$ cat config.mk
export PLATFORM = sky130hd
export DESIGN_NAME = insn_encoder_flat
export DESIGN_NICKNAME = d
export VERILOG_FILES = /design/src/rtl/insn_encoder_if.sv /design/src/rtl/insn_encoder.sv /design/src/flat_wrapper.sv
export SDC_FILE = /design/constraint.sdc
export NUM_CORES = 1
export LEC_CHECK = 0
export ABC_AREA = 1
export ABC_CLOCK_PERIOD_IN_PS = 1300
export CAP_MARGIN = 25
export CORE_ASPECT_RATIO = 2
export CORE_UTILIZATION = 58
export DETAILED_ROUTE_END_ITERATION = 10
export DONT_BUFFER_PORTS = 1
export GPL_TIMING_DRIVEN = 0
export PLACE_DENSITY = 0.76
export SLEW_MARGIN = 0
export SYNTH_ARGS = -nofsm -noshare
export SYNTH_HDL_FRONTEND = slang
export SYNTH_SLANG_ARGS = --single-unit
$ cat constraint.sdc
create_clock -name clk -period 1.3 [get_ports clk]
set_input_delay 0.195 -clock clk [delete_from_list [all_inputs] [get_ports clk]]
set_output_delay 0.195 -clock clk [all_outputs]
set_load 0.1 [all_outputs]
$ cat src/rtl/insn_encoder_if.sv
// Request/response bundle for the RV32I instruction encoder.
// The request side carries decoded fields plus a 32-bit immediate; the
// response side carries one encoded instruction word per beat.
interface insn_encoder_if;
    // request side
    logic        in_valid;
    logic        in_ready;
    logic [2:0]  in_fmt;
    logic [6:0]  in_opcode;
    logic [4:0]  in_rd;
    logic [4:0]  in_rs1;
    logic [4:0]  in_rs2;
    logic [2:0]  in_funct3;
    logic [6:0]  in_funct7;
    logic [31:0] in_imm;
    // response side
    logic        out_valid;
    logic        out_ready;
    logic [31:0] out_insn;
    logic        out_err;
    logic        out_last;

    // producer of requests / consumer of encoded words
    modport master (
        output in_valid, in_fmt, in_opcode, in_rd, in_rs1, in_rs2,
               in_funct3, in_funct7, in_imm, out_ready,
        input  in_ready, out_valid, out_insn, out_err, out_last
    );

    // the encoder itself
    modport slave (
        input  in_valid, in_fmt, in_opcode, in_rd, in_rs1, in_rs2,
               in_funct3, in_funct7, in_imm, out_ready,
        output in_ready, out_valid, out_insn, out_err, out_last
    );
endinterface

$ cat src/rtl/insn_encoder.sv
// RV32I instruction encoder: scatters a 32-bit immediate into the I/S/B/U/J
// bit positions, range-checks it, and expands LI pseudo-requests into
// LUI (+ ADDI) sequences. One registered output stage with ready/valid.
module insn_encoder #(
    parameter bit ZERO_ON_ERR = 1'b0
) (
    input  logic          clk,
    input  logic          rst,
    insn_encoder_if.slave bus
);
    localparam logic [2:0] FMT_R  = 3'd0;
    localparam logic [2:0] FMT_I  = 3'd1;
    localparam logic [2:0] FMT_S  = 3'd2;
    localparam logic [2:0] FMT_B  = 3'd3;
    localparam logic [2:0] FMT_U  = 3'd4;
    localparam logic [2:0] FMT_J  = 3'd5;
    localparam logic [2:0] FMT_LI = 3'd6;

    localparam logic [6:0] OPCODE_OP_IMM = 7'b0010011;
    localparam logic [6:0] OPCODE_LUI    = 7'b0110111;

    typedef enum logic {IDLE, LO_PEND} state_t;

    state_t      state_q,     state_d;
    logic        out_valid_q, out_valid_d;
    logic [31:0] out_insn_q,  out_insn_d;
    logic        out_err_q,   out_err_d;
    logic        out_last_q,  out_last_d;
    logic [4:0]  pend_rd_q,   pend_rd_d;
    logic [11:0] pend_lo_q,   pend_lo_d;

    // combinational encoding of the current request
    logic [31:0] enc_insn;
    logic        enc_err;
    logic        enc_last;
    logic        enc_pend;

    logic        fits_12;
    logic        fits_13;
    logic        fits_21;
    logic [19:0] li_hi;
    logic        load_en;
    logic        in_ready;

    // A value fits an N-bit signed field when all bits above N-1 copy the sign.
    assign fits_12 = (&bus.in_imm[31:11]) | ~(|bus.in_imm[31:11]);
    assign fits_13 = (&bus.in_imm[31:12]) | ~(|bus.in_imm[31:12]);
    assign fits_21 = (&bus.in_imm[31:20]) | ~(|bus.in_imm[31:20]);

    // (imm + 0x800) >> 12: the +0x800 only ever carries into bit 12 when
    // imm[11] is set, so the upper half is just imm[31:12] + imm[11].
    assign li_hi = bus.in_imm[31:12] + {19'd0, bus.in_imm[11]};

    // The output stage can take a new word when it is empty or being drained.
    assign load_en  = ~out_valid_q | bus.out_ready;
    assign in_ready = (state_q == IDLE) & load_en;

    // Scatter the immediate for the requested format and flag range errors.
    always_comb begin
        enc_insn = 32'h0;
        enc_err  = 1'b0;
        enc_last = 1'b1;
        enc_pend = 1'b0;
        case (bus.in_fmt)
            FMT_R: begin
                enc_insn = {bus.in_funct7, bus.in_rs2, bus.in_rs1,
                            bus.in_funct3, bus.in_rd, bus.in_opcode};
            end
            FMT_I: begin
                enc_insn = {bus.in_imm[11:0], bus.in_rs1, bus.in_funct3,
                            bus.in_rd, bus.in_opcode};
                enc_err  = ~fits_12;
            end
            FMT_S: begin
                enc_insn = {bus.in_imm[11:5], bus.in_rs2, bus.in_rs1,
                            bus.in_funct3, bus.in_imm[4:0], bus.in_opcode};
                enc_err  = ~fits_12;
            end
            FMT_B: begin
                enc_insn = {bus.in_imm[12], bus.in_imm[10:5], bus.in_rs2,
                            bus.in_rs1, bus.in_funct3, bus.in_imm[4:1],
                            bus.in_imm[11], bus.in_opcode};
                enc_err  = ~fits_13 | bus.in_imm[0];
            end
            FMT_U: begin
                enc_insn = {bus.in_imm[31:12], bus.in_rd, bus.in_opcode};
                enc_err  = |bus.in_imm[11:0];
            end
            FMT_J: begin
                enc_insn = {bus.in_imm[20], bus.in_imm[10:1], bus.in_imm[11],
                            bus.in_imm[19:12], bus.in_rd, bus.in_opcode};
                enc_err  = ~fits_21 | bus.in_imm[0];
            end
            FMT_LI: begin
                if (fits_12) begin
                    // ADDI rd, x0, imm
                    enc_insn = {bus.in_imm[11:0], 5'd0, 3'b000,
                                bus.in_rd, OPCODE_OP_IMM};
                end else begin
                    // LUI rd, hi; the ADDI follows only if the low part is non-zero
                    enc_insn = {li_hi, bus.in_rd, OPCODE_LUI};
                    if (bus.in_imm[11:0] != 12'd0) begin
                        enc_last = 1'b0;
                        enc_pend = 1'b1;
                    end
                end
            end
            default: begin
                // reserved format has no meaningful encoding: emit zero
                enc_insn = 32'h0;
                enc_err  = 1'b1;
            end
        endcase
        if (ZERO_ON_ERR && enc_err) begin
            enc_insn = 32'h0;
        end
    end

    // Next-state: finish a pending LI ADDI first, otherwise accept a request,
    // otherwise drop out_valid once the held word has drained.
    always_comb begin
        state_d     = state_q;
        out_valid_d = out_valid_q;
        out_insn_d  = out_insn_q;
        out_err_d   = out_err_q;
        out_last_d  = out_last_q;
        pend_rd_d   = pend_rd_q;
        pend_lo_d   = pend_lo_q;
        if (state_q == LO_PEND) begin
            if (load_en) begin
                // ADDI rd, rd, lo
                out_valid_d = 1'b1;
                out_insn_d  = {pend_lo_q, pend_rd_q, 3'b000, pend_rd_q, OPCODE_OP_IMM};
                out_err_d   = 1'b0;
                out_last_d  = 1'b1;
                state_d     = IDLE;
            end
        end else if (bus.in_valid && in_ready) begin
            out_valid_d = 1'b1;
            out_insn_d  = enc_insn;
            out_err_d   = enc_err;
            out_last_d  = enc_last;
            if (enc_pend) begin
                state_d   = LO_PEND;
                pend_rd_d = bus.in_rd;
                pend_lo_d = bus.in_imm[11:0];
            end
        end else if (load_en) begin
            out_valid_d = 1'b0;
        end
    end

    // State and output register; reset drops any pending ADDI.
    always_ff @(posedge clk) begin
        if (rst) begin
            state_q     <= IDLE;
            out_valid_q <= 1'b0;
            out_insn_q  <= 32'h0;
            out_err_q   <= 1'b0;
            out_last_q  <= 1'b0;
            pend_rd_q   <= 5'd0;
            pend_lo_q   <= 12'd0;
        end else begin
            state_q     <= state_d;
            out_valid_q <= out_valid_d;
            out_insn_q  <= out_insn_d;
            out_err_q   <= out_err_d;
            out_last_q  <= out_last_d;
            pend_rd_q   <= pend_rd_d;
            pend_lo_q   <= pend_lo_d;
        end
    end

    assign bus.in_ready  = in_ready;
    assign bus.out_valid = out_valid_q;
    assign bus.out_insn  = out_insn_q;
    assign bus.out_err   = out_err_q;
    assign bus.out_last  = out_last_q;

endmodule

$ cat src/flat_wrapper.sv
// flat-port wrapper written by rule: the top's interface ports become plain ports
module insn_encoder_flat 
#(
    parameter bit ZERO_ON_ERR = 1'b0
)
  (clk, rst, bus_in_valid, bus_in_fmt, bus_in_opcode, bus_in_rd, bus_in_rs1, bus_in_rs2, bus_in_funct3, bus_in_funct7, bus_in_imm, bus_out_ready, bus_in_ready, bus_out_valid, bus_out_insn, bus_out_err, bus_out_last);
  insn_encoder_if bus_i ();
  input  logic clk;
  input  logic rst;
  input wire logic [$bits(bus_i.in_valid)-1:0] bus_in_valid;
  input wire logic [$bits(bus_i.in_fmt)-1:0] bus_in_fmt;
  input wire logic [$bits(bus_i.in_opcode)-1:0] bus_in_opcode;
  input wire logic [$bits(bus_i.in_rd)-1:0] bus_in_rd;
  input wire logic [$bits(bus_i.in_rs1)-1:0] bus_in_rs1;
  input wire logic [$bits(bus_i.in_rs2)-1:0] bus_in_rs2;
  input wire logic [$bits(bus_i.in_funct3)-1:0] bus_in_funct3;
  input wire logic [$bits(bus_i.in_funct7)-1:0] bus_in_funct7;
  input wire logic [$bits(bus_i.in_imm)-1:0] bus_in_imm;
  input wire logic [$bits(bus_i.out_ready)-1:0] bus_out_ready;
  output wire logic [$bits(bus_i.in_ready)-1:0] bus_in_ready;
  output wire logic [$bits(bus_i.out_valid)-1:0] bus_out_valid;
  output wire logic [$bits(bus_i.out_insn)-1:0] bus_out_insn;
  output wire logic [$bits(bus_i.out_err)-1:0] bus_out_err;
  output wire logic [$bits(bus_i.out_last)-1:0] bus_out_last;
  assign bus_i.in_valid = bus_in_valid;
  assign bus_i.in_fmt = bus_in_fmt;
  assign bus_i.in_opcode = bus_in_opcode;
  assign bus_i.in_rd = bus_in_rd;
  assign bus_i.in_rs1 = bus_in_rs1;
  assign bus_i.in_rs2 = bus_in_rs2;
  assign bus_i.in_funct3 = bus_in_funct3;
  assign bus_i.in_funct7 = bus_in_funct7;
  assign bus_i.in_imm = bus_in_imm;
  assign bus_i.out_ready = bus_out_ready;
  assign bus_in_ready = bus_i.in_ready;
  assign bus_out_valid = bus_i.out_valid;
  assign bus_out_insn = bus_i.out_insn;
  assign bus_out_err = bus_i.out_err;
  assign bus_out_last = bus_i.out_last;
  insn_encoder #(.ZERO_ON_ERR(ZERO_ON_ERR)) u_core (.clk(clk), .rst(rst), .bus(bus_i));
endmodule
==> key figures, run 1 <==
Clock network
  • Root buf cell: clkbuf_16
  • Deepest clock path buffer count: 2
  • Cts hold-fix bufs: 0
  • CTS tree: yes
  • H-tree levels: 2
  • CTS clk-pin slew, worst paths: about 0.070 ns
  • Clk sink count: 53
  • Clk_lat worst skew: roughly 0.30 ns
  • CTS Buf Count: 5

Setup path
  • CP max stage cell: nor2_4
  • Critical path class: reg2reg
  • Critical Path End Type: flop
  • CP Max Fanout: 7
  • FF-to-FF Start: u_core.bus.out_valid
  • Arrival time worst endpoint: 2.21 ns
  • R2r endpoint: u_core.pend_lo_q[9]
  • Slowest cell delay on critical path: 0.53 ns
  • CP Data Required Time: 1.52 ns
  • Startpoint Class: flop
  • CP cell instances: inv_4, nor2_4, nor2_4, nand2_4, inv_4, nand4_4, clkinv_4, buf_8, o21ai_1, a21oi_1
  • R2R cell count: 10
  • Flop2flop setup slack: -0.68 ns

Floorplan
  • Chip Height: between 100 and 150 um
  • Die W: 57.47 um
  • Total I/O pin count: 107
  • Row count: 40
  • Initial core utilization: approximately three fifths
  • Die footprint: 0.006489 mm^2
  • Placeable core region: 0.005956 mm^2

STA
  • Setup violators final: 54
  • Max Slew Vio Count: 0
  • Hold WS: 0.04803 ns
  • Period utilisation layout: 152.6%
  • Layout Skew: between 0.006 and 0.007 ns
  • Worst Tran Pin Value: 0.7269 ns
  • Fmax: 504.0 MHz
  • Final hold violations: 0
  • Post-route minimum period: 1.984 ns
  • Worst rel slew slack: a little over 50%
  • RSZ-0062 raised after global routing: yes
  • Worst setup slack after layout: -0.6842 ns

Power
  • Clock power share: a little under a third
  • Leak Pwr: 1.874 nW
  • Max VDD drop: 0.5591 mV
  • Sw Pwr: 1.874 mW
  • Sw Ratio: a little under two fifths
  • Total power: ~5 mW
  • P_int: 3.064 mW
  • Logic pwr share: 18.5%
  • Sequential Power Share: 50.1%
  • Pwr Density: 1149 mW/mm^2

Yosys
  • Cell Area, Synth: approximately 0.0036 mm^2
  • Synth area leaders: dfxtp_1, nand2_1, a21oi_1, o21ai_0, nor2_1
  • Post-synth top area share: 29.73%
  • Top cell type by total area after synthesis: dfxtp_1
  • Syn Nets: 645
  • Post-Synthesis Cells: 571
  • Ys Warns: 0
  • Yosys cell types: 36
  • Mean post-synth cell area: 6.249 um^2
  • Register area share after synthesis: about 30%
  • Count of state elements after synthesis: 53

Place
  • Placed Cells incl. Taps: between 600 and 700
  • DP Wirelength: between 9000 and 10000 um
  • Placed cell area: 0.003705 mm^2
  • IO Port Bufs: 0
  • GP Congestion: roughly 0.98

Outcome
  • Outcome: finished, violations left
  • Failing checks: design-rule violations, negative setup slack

Routing
  • Final ANT Viol Nets: 0
  • Wire length per cell: 19.81 um
  • Wirelength, routed: 13020 um
  • Via count: 4068
  • Vias per cell: 6.192
  • # DRC: 5
  • Starting DRT DRC Count: between 200 and 300
  • DR pass1 iterations: 8

GRT
  • Antenna violations before repair: 0
  • Vias in the first global route: slightly below 4000
  • Pin count of the biggest net entering global routing: 16
  • Gr usage total: between 30% and 40%
  • First-pass GRT wire length: 18940 um
  • GR Overflow Total: 0

Cells and area
  • Non-Filler Instances: 657
  • Core Util, Final: 72.14%
  • Layout cells sized above 1: between 20% and 30%
  • Design Area, Final: around 0.0043 mm^2
  • Area delta synth->final: 20.41%
  • # nets final: 667
  • Number of diodes: 0

Min path
  • Hold WC Path Type: in2reg
  • Hold path start: bus_in_imm[10]
  • WHS Endpoint: u_core.pend_lo_q[10]
  • Cell depth of the worst min-delay path: 2

Job
  • Max-cap violations: 0
-- final cells by class --
class                   instances  area, um^2
plain buffers                  22       201.4
clock buffers                   7       142.6
clock inverters                 1       30.03
fillers                       500        1659
inverters                      52       210.2
multi-input cells             444        2356
flip-flops and latches         53        1107
well taps                      63       78.83
repair buffers                 15       170.2
-- worst max-delay path: cells and delay by family (launching register included) --
family,cells,cell delay [ns]
compound gates,2,0.21
simple gates,4,0.79
buf+inv,4,0.45
flops,1,0.45
-- kinds of logic (layout without fill, tap and decap cells) --
| family | Yosys count | after routing | share of synthesized area (%) |
|---|---|---|---|
| and+or+nand+nor | 276 | 276 | 33.24 |
| buffers and inverters | 74 | 97 | 9.011 |
| DFF | 53 | 53 | 29.73 |
| xor gates and xnor gates | 12 | 12 | 2.946 |
| AOI/OAI and AO/OA | 153 | 153 | 24.02 |
| adders and majority gates | 3 | 3 | 1.052 |
-- placed cells by master (no fill, tap or decap), types with 5 or more instances in the layout --
cell       netlist  layout
o21ai_2          1      16
dfxtp_2          0      34
nand2_1        159     157
nor2_2           2       5
buf_6            3      11
inv_1           48      42
buf_4            3       7
a22oi_1          7       7
inv_2            2       5
a21oi_2          8      19
nand4_1          5       5
nor2_4           2       5
a21oi_1         62      51
clkbuf_1        12       7
nor3_1           8       8
o21ai_1          2      19
clkbuf_16        0       7
o21ai_0         59      25
dfxtp_1         53      18
nor2_1          63      57
nand3_1         25      25
xor2_1           9       9
a221oi_1         8       8
-- cells in the mapped netlist (all sizes together) --
library cell / instances
xor2: 9
inv: 52
o22ai: 4
o21ai: 62
ha: 3
nand2: 163
a211oi: 1
nor3: 10
dfxtp: 53
o21bai: 1
xnor2: 3
clkbuf: 12
a21oi: 70
buf: 10
a22oi: 7
nand4: 7
nand3: 26
a221oi: 8
nor2: 68
and2: 1
and3: 1
-- how the worst max path moves through the flow --
stage                               startpoint              endpoint  slack, ns  cells after the start
after floorplan           u_core.bus.out_valid  u_core.pend_lo_q[11]      -0.57                     10
after global placement    u_core.bus.out_valid  u_core.pend_lo_q[11]      -0.74                     10
after detailed placement  u_core.bus.out_valid  u_core.pend_lo_q[11]      -0.78                     10
after CTS                 u_core.bus.out_valid   u_core.pend_lo_q[9]      -0.66                     10
after global routing      u_core.bus.out_valid   u_core.pend_lo_q[9]      -0.75                     10
final                     u_core.bus.out_valid   u_core.pend_lo_q[9]      -0.68                     10
-- what timing repair did --
action / CTS / global route
pin swaps: 5 / 11
resized for setup: 89 / 35
endpoints found under the hold margin: 0 / 0
endpoints found under the setup margin: 88 / 54
setup buffers: 11 / 1
cloned: 2 / 1
-- stage by stage --
step           TNS [ns]  setup slack, ns
2_1_floorplan    -18.26          -0.5702
3_3_place_gp     -28.28          -0.7411
3_5_place_dp     -29.51          -0.7761
4_1_cts          -22.96          -0.6618
5_1_grt          -27.62          -0.7461
6_report         -24.70          -0.6842
-- routing by layer --
layer | up-vias | part of all wire, % | track usage [%]
li1 | 1928 | - | -
met5 | - | 0 | 0
met1 | 1875 | 34 | 35.51
met4 | 0 | 5.9 | 24.23
met2 | 210 | 53 | 71.55
met3 | 55 | 7.0 | 8.571
-- power groups by stage --
stage                     logic (mW)  clock network (mW)  registers [mW]
final                          0.911                1.55            2.47
after global routing           0.989                1.61            2.48
after CTS                      0.826                1.53            2.46
after detailed placement       0.714                   0            2.47
after global placement         0.700                   0            2.47
after floorplan                0.556                   0            2.45
-- registers in the layout, indices dropped and copies added, names as in the netlist --
signal                count
u_core.bus.out_err        1
u_core.bus.out_insn      32
u_core.pend_rd_q          5
u_core.bus.out_valid      1
u_core.pend_lo_q         12
u_core.state_q            1
u_core.bus.out_last       1
No activity file was read; power rests on OpenSTA's default activity.
==> inputs of run 2 (changes only) <==
Settings changed: PLACE_DENSITY 0.76 to 0.82.
==> run 2 against run 1 <==
Net effect:
- the flow still finishes with violations (design-rule violations, negative setup slack)
- power increased by 0.48%
- clock skew decreased by 0.0010 ns
- critical path depth unchanged
- final cell count increased by 0.46%
- hold slack got worse by 0.0036 ns
- fmax decreased by 0.57%
- sequential share of layout area decreased by 0.51 points
==> key figures, run 2 (synthesis results as in run 1) <==
Clock network
  • Clk sink count: 53 (unchanged)
  • Clk_lat worst skew: 0.30 ns (about the same)
  • Root buf cell: clkbuf_16
  • CTS Buf Count: 5 (unchanged)
  • CTS tree: yes
  • CTS clk-pin slew, worst paths: 0.07 ns (about the same)
  • Deepest clock path buffer count: 2 (unchanged)
  • H-tree levels: 2 (unchanged)

Setup path
  • CP Max Fanout: 7 (unchanged)
  • CP cell instances: inv_2, nor2_4, nor2_4, nand2_4, inv_4, nand4_4, clkinv_4, buf_6, o21ai_1, a21oi_1
  • R2r endpoint: u_core.pend_lo_q[3]
  • Arrival time worst endpoint: 2.23 ns (+0.02 ns)
  • Slowest cell delay on critical path: 0.53 ns (about the same)
  • Critical path destination: u_core.pend_lo_q[3]
  • FF-to-FF Start: u_core.bus.out_valid
  • CP Data Required Time: 1.53 ns (about the same)
  • Startpoint Class: flop
  • R2R cell count: 10 (unchanged)
  • Critical path class: reg2reg
  • Crit path depth: 10 (unchanged)
  • CP max stage cell: nor2_4
  • Crit path top cell by count: nor2_4
  • Worst path bufs/invs: 4 (unchanged)
  • Critical Path End Type: flop
  • CP Launch Point: u_core.bus.out_valid
  • CP delay by family, top: simple AND/OR/NAND/NOR gates
  • Flop2flop setup slack: -0.70 ns (about the same)

Cells and area
  • Most common cell after layout, fill and taps aside: nand2_1
  • Most frequent cells in the layout: nand2_1, nor2_1, a21oi_1
  • Largest register FFs: 32 (unchanged)
  • Number of diodes: 0 (unchanged)
  • Non-Filler Instances: 660 (+0.46%)
  • # nets final: 670 (+0.45%)
  • Area delta synth->final: 22.86%
  • Layout cells sized above 1: 27.14% (+2.9 points)
  • Core Util, Final: 73.61% (+1.5 points)
  • Fill cells: 470 (-6.0%)

Routing
  • # DRC: 5 (unchanged)
  • DR pass1 iterations: 8 (unchanged)
  • Vias per cell: 6.253 (+0.99%)
  • Wire length per cell: 20.74 um (+4.7%)
  • Starting DRT DRC Count: 376 (+28%)
  • Wirelength, routed: 13690 um (+5.2%)
  • Via count: 4127 (+1.5%)
  • Final ANT Viol Nets: 0 (unchanged)

Power
  • Sw Pwr: 1.959 mW (+4.5%)
  • Pwr Density: 1132 mW/mm^2 (-1.5%)
  • Clock power share: 30.6% (-0.9 points)
  • Logic pwr share: 19.3% (+0.8 points)
  • Sequential Power Share: 50.0% (about the same)
  • P_int: 3.003 mW (-2.0%)
  • Sw Ratio: 39.48% (+1.5 points)
  • Max VDD drop: 0.6125 mV (+9.5%)
  • Leak Pwr: 1.898 nW (+1.3%)

STA
  • Setup TNS: -31.03 ns (-6.334 ns)
  • Max Slew Vio Count: 0 (unchanged)
  • Post-route minimum period: 1.996 ns (+0.01141 ns)
  • Worst setup slack after layout: -0.6956 ns (-0.01141 ns)
  • Worst Tran Pin Value: 0.9355 ns (+0.2086 ns)
  • Worst rel slew slack: 37.64% (-14 points)
  • Layout Skew: 0.005702 ns (-0.001046 ns)
  • RSZ-0062 raised after global routing: yes
  • Hold WS: 0.04445 ns (-0.003577 ns)
  • Period utilisation layout: 153.5% (+0.88 points)
  • Fmax: 501.1 MHz (-0.57%)
  • Setup violators final: 54 (unchanged)
  • Final hold violations: 0 (unchanged)

Floorplan
  • Total I/O pin count: 107 (unchanged)
  • Row count: 40 (unchanged)
  • Placeable core region: 0.005956 mm^2 (unchanged)
  • Die W: 57.47 um (unchanged)
  • Chip Height: 112.9 um (unchanged)
  • Die footprint: 0.006489 mm^2 (unchanged)
  • Initial core utilization: 59.92% (unchanged)

GRT
  • Gr usage total: 40.11% (+1.9 points)
  • GR Overflow Total: 0 (unchanged)
  • Pin count of the biggest net entering global routing: 17 (+1)
  • First-pass GRT wire length: 19700 um (+4.0%)
  • Antenna violations before repair: 0 (unchanged)
  • Vias in the first global route: 4098 (+3.3%)

Outcome
  • Outcome: finished, violations left
  • Failing checks: design-rule violations, negative setup slack

Place
  • Pre-CTS setup slack: -0.7540 ns (+0.02207 ns)
  • IO Port Bufs: 0 (unchanged)
  • Placed Cells incl. Taps: 634 (unchanged)
  • DP Wirelength: 9315 um (-1.6%)
  • GP Congestion: 0.9739 (-0.23%)

Min path
  • Hold WC Path Type: in2reg

Job
  • Max-cap violations: 0 (unchanged)
run 2: cell count changes in the layout (fill, tap and decap cells not counted), moves of 3 or more:
cell	before	now
a21oi_1	51	48
o21ai_1	19	11
o21ai_2	16	23
a21oi_2	19	22
run 2: layout make-up:
class / count / area (um^2) / area share, %
well taps: 63 / 78.83 / 1.798
clock inverters: 1 / 7.507 / 0.1712
repair buffers: 19 / 215.2 / 4.909
inverters: 52 / 210.2 / 4.795
flip-flops and latches: 53 / 1107 / 25.26
multi-input cells: 444 / 2416 / 55.11
clock buffers: 7 / 163.9 / 3.739
plain buffers: 21 / 185.2 / 4.224
run 2: worst min path at each step:
stage,from,endpoint,slack (ns),cells after the start
floorplan,bus_in_imm[5],u_core.pend_lo_q[5],0.34,2
global placement,bus_in_rd[0],u_core.pend_rd_q[0],0.35,2
detailed placement,bus_in_rd[0],u_core.pend_rd_q[0],0.35,2
CTS,bus_in_opcode[3],u_core.bus.out_insn[3],0.05,2
global route,bus_in_opcode[6],u_core.bus.out_insn[6],0.07,2
finish,bus_in_rd[0],u_core.pend_rd_q[0],0.04,2
run 2: per-stage QoR:
stage | area (um^2) | power (mW)
2_1_floorplan | 3626 | 3.009
3_3_place_gp | 3705 | 3.165
3_5_place_dp | 3705 | 3.183
4_1_cts | 4217 | 4.792
5_1_grt | 4384 | 5.070
6_report | 4384 | 4.962
run 2: worst reg2reg max path, cell delays in order (launching register included):
cell and delay, ns:
dfxtp_4 0.45, inv_2 0.11, nor2_4 0.04, nor2_4 0.53
nand2_4 0.14, inv_4 0.09, nand4_4 0.10, clkinv_4 0.14
buf_6 0.12, o21ai_1 0.06, a21oi_1 0.15
run 2: layer usage:
metal	up-vias	track usage [%]	part of all wire (%)
li1	1944	-	-
met1	1853	35.82	32
met2	261	74.50	53
met3	69	9.257	7.7
met4	0	29.43	6.7
met5	-	0	0
run 2: repair_timing:
item                                    in CTS  in global routing
gates cloned                                 3                  2
hold buffers                                 0                  0
resized for setup                          103                 42
buffers inserted                            11                  4
endpoints found under the setup margin      88                 54
pin swaps                                   23                  8
run 2: power groups by stage:
stage	combinational, mW	sequential, mW	clock (mW)
after detailed placement	0.709	2.47	0
final	0.960	2.48	1.52
after global placement	0.695	2.47	0
after floorplan	0.556	2.45	0
after global routing	1.03	2.49	1.55
after CTS	0.841	2.47	1.48
